--- config.mk ---
export PLATFORM = sky130hd
export DESIGN_NAME = reg_file_sb
export DESIGN_NICKNAME = d
export VERILOG_FILES = /design/src/rtl/reg_file_sb.sv
export SDC_FILE = /design/constraint.sdc
export NUM_CORES = 2
export LEC_CHECK = 0
export ABC_CLOCK_PERIOD_IN_PS = 4200
export BUFFER_PORTS_ARGS = -buffer_cell sky130_fd_sc_hd__buf_4
export CAP_MARGIN = 20
export CORE_ASPECT_RATIO = 1.1
export CORE_MARGIN = 8
export CORE_UTILIZATION = 39
export CTS_BUF_LIST = sky130_fd_sc_hd__clkbuf_4 sky130_fd_sc_hd__clkbuf_8
export CTS_CLUSTER_SIZE = 28
export DETAILED_ROUTE_END_ITERATION = 6
export PLACE_DENSITY = 0.58
export SKIP_LAST_GASP = 1
export SLEW_MARGIN = 20
export SYNTH_ARGS = -nofsm -noshare
export SYNTH_HDL_FRONTEND = slang
export SYNTH_SLANG_ARGS = --single-unit
--- constraint.sdc ---
create_clock -name clk -period 4.2 [get_ports clk]
set_input_delay 0.42 -clock clk [delete_from_list [all_inputs] [get_ports clk]]
set_output_delay 0.42 -clock clk [all_outputs]
set_load 0.02 [all_outputs]
--- src/rtl/reg_file_sb.sv ---
// -----------------------------------------------------------------------------
// reg_file_sb
//
// Parametrised general-purpose register file with a per-register busy
// scoreboard for outstanding loads. Register 0 reads as zero and is never
// busy. Two write ports: execute writeback (wb) and load return (ld). When
// both write the same register in one cycle, wb data wins. The ld busy clear
// still applies in that cycle.
//
// Optional feature: define REG_FILE_BYPASS_EN to forward same-cycle writes
// and load-return busy clears to the read ports. Without it, reads see
// registered state only.
//
// Parameters:
//   DATA_WIDTH  register width in bits
//   REG_COUNT   number of registers (power of two, >= 2)
//   READ_PORTS  number of independent combinational read ports (>= 1)
//
// Ports:
//   clk, rst_n                  clock (rising edge), async active-low reset
//   wb_en_i/wb_addr_i/wb_data_i execute writeback port
//   ld_en_i/ld_addr_i/ld_data_i load-return port (also clears busy)
//   rsv_en_i/rsv_addr_i         reserve request (sets busy)
//   rd_addr_i                   packed read addresses, port k at [k*AW +: AW]
//   rd_data_o                   packed read data, port k at [k*DATA_WIDTH +: DATA_WIDTH]
//   rd_busy_o                   busy flag of each addressed register
//   busy_any_o                  OR of the registered busy vector
// -----------------------------------------------------------------------------
module reg_file_sb #(
    parameter int DATA_WIDTH = 32,
    parameter int REG_COUNT  = 32,
    parameter int READ_PORTS = 2,
    localparam int AW        = $clog2(REG_COUNT)
) (
    input  logic                             clk,
    input  logic                             rst_n,
    input  logic                             wb_en_i,
    input  logic [AW-1:0]                    wb_addr_i,
    input  logic [DATA_WIDTH-1:0]            wb_data_i,
    input  logic                             ld_en_i,
    input  logic [AW-1:0]                    ld_addr_i,
    input  logic [DATA_WIDTH-1:0]            ld_data_i,
    input  logic                             rsv_en_i,
    input  logic [AW-1:0]                    rsv_addr_i,
    input  logic [READ_PORTS*AW-1:0]         rd_addr_i,
    output logic [READ_PORTS*DATA_WIDTH-1:0] rd_data_o,
    output logic [READ_PORTS-1:0]            rd_busy_o,
    output logic                             busy_any_o
);

    // Registers 1..REG_COUNT-1 only; register 0 has no storage.
    logic [DATA_WIDTH-1:0] regs [1:REG_COUNT-1];
    logic [REG_COUNT-1:0]  busy;
    logic [REG_COUNT-1:0]  busy_next;

    // Reserve is applied after the clear so that it wins on a collision.
    // Bit 0 stays 0, which also drops reserves of register 0.
    always_comb begin
        busy_next = '0;
        for (int r = 1; r < REG_COUNT; r++) begin
            busy_next[r] = (rsv_en_i && (rsv_addr_i == AW'(r))) ||
                           (busy[r] && !(ld_en_i && (ld_addr_i == AW'(r))));
        end
    end

    // Loop starts at 1, so writes to register 0 are dropped on both ports.
    // The wb branch is tested first, so wb data beats ld data on a collision.
    always_ff @(posedge clk or negedge rst_n) begin
        if (!rst_n) begin
            for (int r = 1; r < REG_COUNT; r++) begin
                regs[r] <= '0;
            end
            busy <= '0;
        end else begin
            for (int r = 1; r < REG_COUNT; r++) begin
                if (wb_en_i && (wb_addr_i == AW'(r))) begin
                    regs[r] <= wb_data_i;
                end else if (ld_en_i && (ld_addr_i == AW'(r))) begin
                    regs[r] <= ld_data_i;
                end
            end
            busy <= busy_next;
        end
    end

    // Combinational read ports. Address 0 matches no stored register and
    // falls through to the zero defaults.
    always_comb begin
        rd_data_o = '0;
        rd_busy_o = '0;
        for (int p = 0; p < READ_PORTS; p++) begin
            for (int r = 1; r < REG_COUNT; r++) begin
                if (rd_addr_i[p*AW +: AW] == AW'(r)) begin
                    rd_data_o[p*DATA_WIDTH +: DATA_WIDTH] = regs[r];
                    rd_busy_o[p]                          = busy[r];
                end
            end
`ifdef REG_FILE_BYPASS_EN
            if (rd_addr_i[p*AW +: AW] != '0) begin
                // ld forwarding first, so a matching wb overrides it below.
                if (ld_en_i && (ld_addr_i == rd_addr_i[p*AW +: AW])) begin
                    rd_data_o[p*DATA_WIDTH +: DATA_WIDTH] = ld_data_i;
                    // A same-cycle reserve keeps the register busy, so the
                    // clear is only forwarded when no reserve hits.
                    if (!(rsv_en_i && (rsv_addr_i == rd_addr_i[p*AW +: AW]))) begin
                        rd_busy_o[p] = 1'b0;
                    end
                end
                if (wb_en_i && (wb_addr_i == rd_addr_i[p*AW +: AW])) begin
                    rd_data_o[p*DATA_WIDTH +: DATA_WIDTH] = wb_data_i;
                end
            end
`endif
        end
    end

    // Registered busy only; never forwarded.
    assign busy_any_o = |busy;

endmodule

==> reports/results.ini <==
[outcome]
status = complete, but fails checks
failed_checks = DRC, setup timing

[sta]
tightestPinTransition_ns = 1.15
relSlewSlack_pct = 23.3
max_freq_ghz = 0.228
hold_viol = 0
slew_viol_final = 0
fin_crit_sh_pct = 104
finalClockSkew_ns = 0
rsz0062_at_grt = false
layout_setup_ws_ns = -0.183
finalCriticalPeriod_ns = 4.38
finalSetupViolations = 3

[place]
io_buffers = 160
hpwl_mm = 231
dp_slack_ns = -0.0503
place.gp.congestion = 1.04

[logic_synthesis]
syn_nets = 7912
postSynth.asyncResetShare_pct = 100
ys_ff_latch = 1023
synthTopCellsByCount = 1212 x mux2i_1, 1023 x dfrtp_1, 942 x o21ai_0, 939 x a21oi_1, 829 x nor2_1
synth.most_common_cell = mux2i_1
synth_top_cell_area_share_pct = 38.7
ys.flop_type = dfrtp_1
synth_edf_count = 0
ys_types = 85
syn_area_per_cell_sq_um = 8.45
synth_top_area_cell = dfrtp_1
ys_seq_area_share_pct = 38.7
syn_area_sq_um = 66100
netlist_instances = 7818
yosysWarnings = 0
ys_top_cells_by_area = dfrtp_1 39%, mux2i_1 18%, o21ai_0 7.1%

[worst_setup_path]
cp.arrival_ns = 3.96
path_cells = buf_4, or3b_2, buf_4, o21ai_1, o21ai_0, o22ai_1, a311oi_1, buf_4, nor3_1, buf_4, o21ai_1, buf_4
cp-end-kind = output port
crit_fanout = 25
critPathMaxStageDelay_ns = 0.67
cp_num_buf_inv = 5
required_ns = 3.78
crit_path_top_delay_cell = or3b_2
cp-start-kind = input pin
cpMostUsedCell = buf_4
worst-setup-path-type = in -> out
critPathTopFamily = compound AO/OA/AOI/OAI gates

[global_route]
grt_overflow = 0
grt_max_degree = 101
grt_pass1_wl_mm = 476
grt_pass1_vias = 63456
grtUsageTotal_pct = 35.1
antenna_found_initial = 35

[finish]
multi_input_area_sq_um = 37100
nFillCells = 16564
fin_nets = 7936
syn_to_final_growth_pct = 14.6
utilization_pct = 45.0
drive_gt1_share_pct = 14.2
register_area_sq_um = 25600

[pwr]
power_density_nw_per_um2 = 448
pwr-share-comb_pct = 23.6
irDropWorstVdd_v = 0.000343
p_leak_nw = 32.6
power_switching_mw = 12.2
swShare_pct = 36.1
p_int_mw = 21.6
seq_power_share_pct = 45.4
power_frac_clock_pct = 31.0

[floorplan]
dieArea_sq_um = 183000
die_h_um = 448
io_pins = 161
start_util_pct = 39.2
coreArea_sq_um = 168000
die_x_um = 408
num_rows = 158

[run]
cap_violations = 0

[drt]
num_vias = 67681
viasPerCell = 6.60
drt_wl_total_mm = 338
drt_iter0_drc = 11115
ant_nets = 0
firstDrtPassIters = 7
drc_errors = 40
wl_per_cell_um = 32.9

[clock_network]
insertion_delay_ns = 0.96
cts_tree = done
cts_setup_buffers = 0
htreeDepth = 4
cts_root_buf = clkbuf_8
numCtsBuffers = 190
clockBufferDepth = 3
clk_pin_slew_worst_paths_ns = 0.07
clock-sinks = 1023

[hold_path]
hp-class = in -> reg

==> power groups by stage <==
stage	combinational [mW]	sequential, mW	clock [mW]
CTS	7.81	15.2	10.6
global route	8.59	15.5	11.0
global placement	7.46	15.3	0
detailed placement	7.66	15.3	0
finish	8.00	15.4	10.5
floorplan	5.05	14.1	0
==> through the flow <==
step	area [sq um]	setup TNS [ns]	hold WS, ns	total power [mW]	instances
after global routing	75700	0	0.0254	35.2	10231
after CTS	75600	0	0.00570	33.6	10225
final	75700	-0.354	0.0195	33.9	10251
after global placement	70700	-0.463	0.535	22.7	9798
after floorplan	66100	0	0.124	19.2	7818
after detailed placement	70700	-0.107	0.557	23.0	9798
==> kinds of logic after synthesis <==
group | after synthesis | synth area share, %
AO/OA/AOI/OAI | 2677 | 23.3
AND/OR/NAND/NOR | 1956 | 12.5
multiplexers | 1279 | 19.7
flip-flops | 1023 | 38.7
buffers and inverters | 883 | 5.72
==> cells in the final DEF, fill, tap and decap left out, drive strengths merged, types with 12 or more instances in the layout <==
master	instances
inv	30
diode	26
o211ai	32
mux2i	1212
nor3	78
o221ai	64
a31oi	41
a222oi	26
nand3	58
o21ai	965
mux2	54
a41oi	17
dlygate4sd3	92
o31ai	12
o21a	14
o22ai	270
nand2	770
a21oi	939
nor4	25
mux4	13
buf	595
nand2b	37
a211oi	45
clkbuf	303
a22o	23
nor2	841
a221oi	41
clkinv	20
a22oi	57
a2bb2oi	19
o32ai	13
nor2b	54
a32oi	16
dfrtp	1023
==> area by class of cell <==
type | instances | share of cell area (%)
repair buffers | 688 | 7.93
diodes | 26 | 0.0859
multi-input cells | 5912 | 49.0
flip-flops and latches | 1023 | 33.8
clock inverters | 33 | 0.347
well taps | 2240 | 3.70
clock buffers | 302 | 4.99
inverters | 27 | 0.134
==> flip-flops by register name (all words and copies together) (netlist names) <==
name	cells
busy	31
regs	992
==> worst reg2reg max path: cells and delay by family, from the launching register on <==
kind                   cells  cell delay (ns)
buffers and inverters      1             0.61
DFF                        1             0.57
AOI/OAI and AO/OA          1             0.11
and+or+nand+nor            1             0.09
==> repair_timing <==
item | in CTS | in global routing
hold buffers | 92 | 0
pin swaps | 0 | 0
endpoints found under the setup margin | 4 | 4
gates resized for setup | 4 | 4
hold endpoints to repair | 1051 | 0
==> path summary, 6_finish.rpt <==
path                       slack (ns)  depth (start not counted)            end         start
hold / removal                   0.02                          4       busy[19]  ld_addr_i[2]
hold reg to reg                  0.59                          2      regs[818]     regs[818]
setup / recovery                -0.18                         12  rd_data_o[62]  rd_addr_i[8]
max in group asynchronous        2.70                          3        busy[2]         rst_n
setup reg to reg                 2.76                          3        busy[3]       busy[3]
min in group asynchronous        0.11                          2      regs[904]         rst_n
==> layer usage <==
metal | part of all wire, % | vias to the layer above | global-route usage (%)
met3 | 12 | 1351 | 10.1
met4 | 8.5 | 18 | 23.9
li1 | - | 28353 | -
met2 | 42 | 5316 | 51.5
met5 | 0.043 | - | 0
met1 | 37 | 32643 | 44.6
(Power assumes the default switching activity.)
